`src/rtl/kalman_update_sequencer.sv`:
```
// Scalar Kalman predict/update sequencer driving one shared single-precision add/sub/mul/div port.
// Eight ops per measurement; x/P/K commit together only when the last result lands.
module kalman_update_sequencer #(
    parameter logic [31:0] X0      = 32'h00000000,
    parameter logic [31:0] P0      = 32'h3e99999a,
    parameter int          TIMEOUT = 64,
    parameter int          CNT_W   = 16
) (
    input  logic             clock,
    input  logic             reset,
    input  logic             z_valid,
    input  logic [31:0]      z_data,
    output logic             z_ready,
    input  logic [31:0]      q_cfg,
    input  logic [31:0]      r_cfg,
    output logic             op_valid,
    output logic [1:0]       op_code,
    output logic [31:0]      op_a,
    output logic [31:0]      op_b,
    input  logic             res_valid,
    input  logic [31:0]      res_data,
    output logic             out_valid,
    input  logic             out_ready,
    output logic [31:0]      x_out,
    output logic [31:0]      p_out,
    output logic [31:0]      k_out,
    output logic [CNT_W-1:0] iter_cnt,
    output logic             err_timeout
);
    localparam int WD_W = $clog2(TIMEOUT + 1);
    localparam logic [1:0] OP_ADD = 2'd0, OP_SUB = 2'd1, OP_MUL = 2'd2, OP_DIV = 2'd3;
    localparam logic [31:0] ONE = 32'h3f800000;

    // ISSUE_n/WAIT_n are folded into ISSUE/WAIT plus a step index (0..7).
    typedef enum logic [1:0] {IDLE, ISSUE, WAIT, DONE} state_t;

    state_t           state, state_next;
    logic [2:0]       step;
    logic [31:0]      z_r, q_r, r_r, x_r, p_r, k_r;
    logic [31:0]      tmp [8];  // pp, s, k, e, t, x_new, omk, p_new
    logic [WD_W-1:0]  wd;
    logic [CNT_W-1:0] iter;
    logic             res_take, wd_expired;
    logic [1:0]       sel_code;
    logic [31:0]      sel_a, sel_b;

    // A result in the same cycle as the issue strobe cannot belong to this op.
    assign res_take   = (state == WAIT) && res_valid && !op_valid;
    assign wd_expired = (state == WAIT) && (wd == WD_W'(TIMEOUT - 1));

    always_comb begin
        sel_code = OP_ADD;
        sel_a    = p_r;
        sel_b    = q_r;
        case (step)
            3'd0: begin sel_code = OP_ADD; sel_a = p_r;    sel_b = q_r;    end
            3'd1: begin sel_code = OP_ADD; sel_a = tmp[0]; sel_b = r_r;    end
            3'd2: begin sel_code = OP_DIV; sel_a = tmp[0]; sel_b = tmp[1]; end
            3'd3: begin sel_code = OP_SUB; sel_a = z_r;    sel_b = x_r;    end
            3'd4: begin sel_code = OP_MUL; sel_a = tmp[2]; sel_b = tmp[3]; end
            3'd5: begin sel_code = OP_ADD; sel_a = x_r;    sel_b = tmp[4]; end
            3'd6: begin sel_code = OP_SUB; sel_a = ONE;    sel_b = tmp[2]; end
            3'd7: begin sel_code = OP_MUL; sel_a = tmp[6]; sel_b = tmp[0]; end
            default: ;
        endcase
    end

    always_comb begin
        state_next = state;
        case (state)
            IDLE:  if (z_valid) state_next = ISSUE;
            ISSUE: state_next = WAIT;
            WAIT: begin
                if (res_take)        state_next = (step == 3'd7) ? DONE : ISSUE;
                else if (wd_expired) state_next = IDLE;
            end
            DONE:  if (out_ready) state_next = IDLE;
            default: state_next = IDLE;
        endcase
    end

    always_ff @(posedge clock) begin
        if (reset) begin
            state       <= IDLE;
            step        <= 3'd0;
            wd          <= '0;
            x_r         <= X0;
            p_r         <= P0;
            k_r         <= '0;
            iter        <= '0;
            err_timeout <= 1'b0;
            op_valid    <= 1'b0;
            op_code     <= OP_ADD;
            op_a        <= '0;
            op_b        <= '0;
        end else begin
            state    <= state_next;
            op_valid <= 1'b0;
            case (state)
                IDLE: if (z_valid) begin
                    z_r  <= z_data;
                    q_r  <= q_cfg;
                    r_r  <= r_cfg;
                    step <= 3'd0;
                end
                ISSUE: begin
                    op_valid <= 1'b1;
                    op_code  <= sel_code;
                    op_a     <= sel_a;
                    op_b     <= sel_b;
                    wd       <= '0;
                end
                WAIT: begin
                    if (res_take) begin
                        tmp[step] <= res_data;
                        step      <= step + 3'd1;
                        if (step == 3'd7) begin
                            x_r <= tmp[5];
                            p_r <= res_data;
                            k_r <= tmp[2];
                        end
                    end else if (wd_expired) begin
                        err_timeout <= 1'b1;
                    end else begin
                        wd <= wd + WD_W'(1);
                    end
                end
                DONE: if (out_ready) iter <= iter + CNT_W'(1);
                default: ;
            endcase
        end
    end

    assign z_ready   = (state == IDLE) && !reset;
    assign out_valid = (state == DONE);
    assign x_out     = x_r;
    assign p_out     = p_r;
    assign k_out     = k_r;
    assign iter_cnt  = iter;
endmodule
```
`config.mk`:
```
export PLATFORM = sky130hd
export DESIGN_NAME = kalman_update_sequencer
export DESIGN_NICKNAME = d
export VERILOG_FILES = /design/src/rtl/kalman_update_sequencer.sv
export SDC_FILE = /design/constraint.sdc
export NUM_CORES = 1
export LEC_CHECK = 0
export CAP_MARGIN = 25
export CORE_MARGIN = 2
export CORE_UTILIZATION = 30
export CTS_CLUSTER_DIAMETER = 120
export CTS_CLUSTER_SIZE = 20
export DETAILED_ROUTE_END_ITERATION = 12
export GPL_ROUTABILITY_DRIVEN = 0
export GPL_TIMING_DRIVEN = 1
export SKIP_LAST_GASP = 1
export SLEW_MARGIN = 20
export SYNTH_ARGS = -nofsm -noshare
export SYNTH_HDL_FRONTEND = slang
export SYNTH_SLANG_ARGS = --single-unit
```
`constraint.sdc`:
```
create_clock -name clock -period 10.1 [get_ports clock]
set_input_delay 2.02 -clock clock [delete_from_list [all_inputs] [get_ports clock]]
set_output_delay 2.02 -clock clock [all_outputs]
set_load 0.03 [all_outputs]
```
==> reports/qor.txt <==
DR vias: 14400
Mapped cell area: 0.0195 mm²
Yosys warns: 0
Crit. Startpoint: reset
Worst reg2reg setup slack: 6.15 ns
Total congestion overflow: 0
Number of synthesized flops with an enable pin: 320
FF-to-FF Start: step[1]
Die area: 0.0670 mm²
Largest net degree at the start of global routing: 69
Number of port buffers: 314
Core Box Area: 0.0643 mm²
Setup Skew: 0.0148 ns
Die width: 259 µm
Die Y: 259 µm
Bufs and invs on worst path: 2
Final hold violation count: 0
Layout cells sized above 1: 6.13%
Worst slew pin tran: 1.09 ns
Slowest cell on crit path: clkdlybuf4s50_1
Max-slew violations: 0
Dpl hpwl: 41.8 mm
Synth Instances: 1557
First-pass GRT wire length: 98.8 mm
# Post-CTS Setup Buffers: 0
CP Launch Type: primary input
Crit path kind: in -> out
Hold buffers post-CTS: 0
Min-Delay Startpoint: k_out[29]
CP top delay family: buffers and inverters
PwrDens: 157 mW/mm²
Sequential area share after synthesis: 69.0%
Peak supply drop: 0.125 mV
Top_reg_cell synth: edfxtp_1
Number of global-route vias before repair: 14400
Worst-path maximum fanout: 40
Num CTS Buffers: 29
Later-pin clock latency in the skew report: 0.60 ns
Worst Hold Class: reg -> reg
Starting Density: 30.3%
IO Pins: 315
Nets: 1947
Tot GR Track Use: 19.7%
Most numerous cell in the Yosys netlist: edfxtp_1
Top cells by count, synth: edfxtp_1 (320), nand2_1 (275), dfxtp_1 (192), a21oi_1 (120), nor2_1 (92)
Setup_tns: 0 ns
RSZ-0062 raised after global routing: false
Bufs on Longest Clock Path: 3
Cell chain of the critical path: buf_6 -> nor3_1 -> clkdlybuf4s50_1
CTS tree: done
Worst r2r path cells: 6
CP Capture Type: primary output
Crit path DAT: 3.32 ns
CTS resizes: 0
CTS sink count: 512
Post-synth top area share: 49.3%
Pre-antenna DRT Iters: 8
FP Rows: 93
Reg-to-Reg End: k_out[9]
Antenna cells: 0
Synth Area per Inst: 12.5 µm²
DRT antenna net count: 0
Final Cycle Share: 52.9%
Fraction of registers with async set/reset: 0%
LEAKAGE: 7.71 nW
Synth cell types: 56
Initial DRC Count: 1446
# DRC: 0
# setup viols final: 0
WHS Endpoint: k_out[29]
Final wirelength: 68.3 mm
Total of max-cap violations: 0
Post-layout minimum cycle time: 5.34 ns
Wire length per cell: 25.5 µm
Vias per cell: 5.35
Placed Area: 0.0236 mm²
Final Instance Area: 0.0244 mm²
Yosys top cell by area: edfxtp_1
H-tree levels: 1
Initial antenna violation count: 3
Number of cells on the worst hold path: 2
Max incr delay on CP: 0.73 ns
Area contributors post-synth: edfxtp_1 (49%), dfxtp_1 (20%), nand2_1 (5.3%)
FF+latch count, synth: 512
Worst Path Required: 8.08 ns
Clock-pin slew on the worst setup and hold paths: 0.08 ns
F_max: 0.187 GHz
Synthesis-to-finish area growth: 25.0%
Slew HR: 27.5%
Root Buffer: clkbuf_16
Synthesized Nets: 1698
Status: complete, no violations
-- final cells by class --
type / instances / area (µm²)
Clock buffer: 51 / 808
Tap cell: 855 / 1070
Fill cell: 6136 / 40000
Timing Repair Buffer: 339 / 3380
Sequential cell: 512 / 13500
Clock inverter: 2 / 11.3
Multi-Input combinational cell: 919 / 5640
Inverter: 5 / 18.8
-- tightest hold or removal path, cell delays in order, from the launching register on --
cell     delay, ns
dfxtp_1       0.31
nand2_1       0.05
a21oi_1       0.05
-- cell families after synthesis --
family | Yosys count | share of synthesized area (%)
simple gates | 466 | 10.5
compound gates | 433 | 16.5
fa+ha+maj | 8 | 0.513
mux | 3 | 0.160
flops | 512 | 69.0
xor+xnor | 9 | 0.404
buf+inv | 126 | 2.87
-- cell usage in the layout, fill, tap and decap left out, drive strengths merged, types with 26 or more instances in the layout --
master / count
a21oi: 120
a222oi: 32
a22oi: 72
buf: 26
clkbuf: 51
clkdlybuf4s50: 313
dfxtp: 192
edfxtp: 320
nand2: 275
nor2: 92
o21ai: 70
-- worst max-delay path by stage --
stage / to / depth (start not counted) / slack (ns)
floorplan: q_r[0] / 4 / 4.19
global placement: z_ready / 3 / 4.77
detailed placement: z_ready / 3 / 4.76
CTS: z_ready / 3 / 4.75
global route: z_ready / 3 / 4.71
finish: z_ready / 3 / 4.76
-- flip-flops by register name (all words and copies together) (netlist names), 16 cells and up --
| signal | count |
|---|---|
| iter_cnt | 16 |
| k_out | 32 |
| op_a | 32 |
| op_b | 32 |
| p_out | 32 |
| q_r | 32 |
| r_r | 32 |
| tmp | 224 |
| x_out | 32 |
| z_r | 32 |
-- stage by stage --
stage	worst slack [ns]	hold WS (ns)	power (mW)	instances	util [%]
floorplan	4.19	0.452	2.47	1557	-
global placement	4.77	0.441	2.63	2627	36.5
detailed placement	4.76	0.444	2.64	2630	36.6
CTS	4.75	0.459	3.85	2683	37.9
global route	4.71	0.475	3.94	2683	37.9
finish	4.76	0.458	3.82	2683	37.9
-- per-layer routing --
metal	routed length (µm)	GRT usage [%]
met1	29400	26.5
met2	31700	32.1
met3	5210	4.20
met4	1930	5.48
met5	36	0
-- where the power goes --
part / internal (mW) / leakage, nW / switching [mW]
registers: 2.26 / 4.46 / 0.0238
clock network: 0.544 / 0.392 / 0.684
logic: 0.122 / 2.86 / 0.184
No activity file was read; power rests on OpenSTA's default activity.
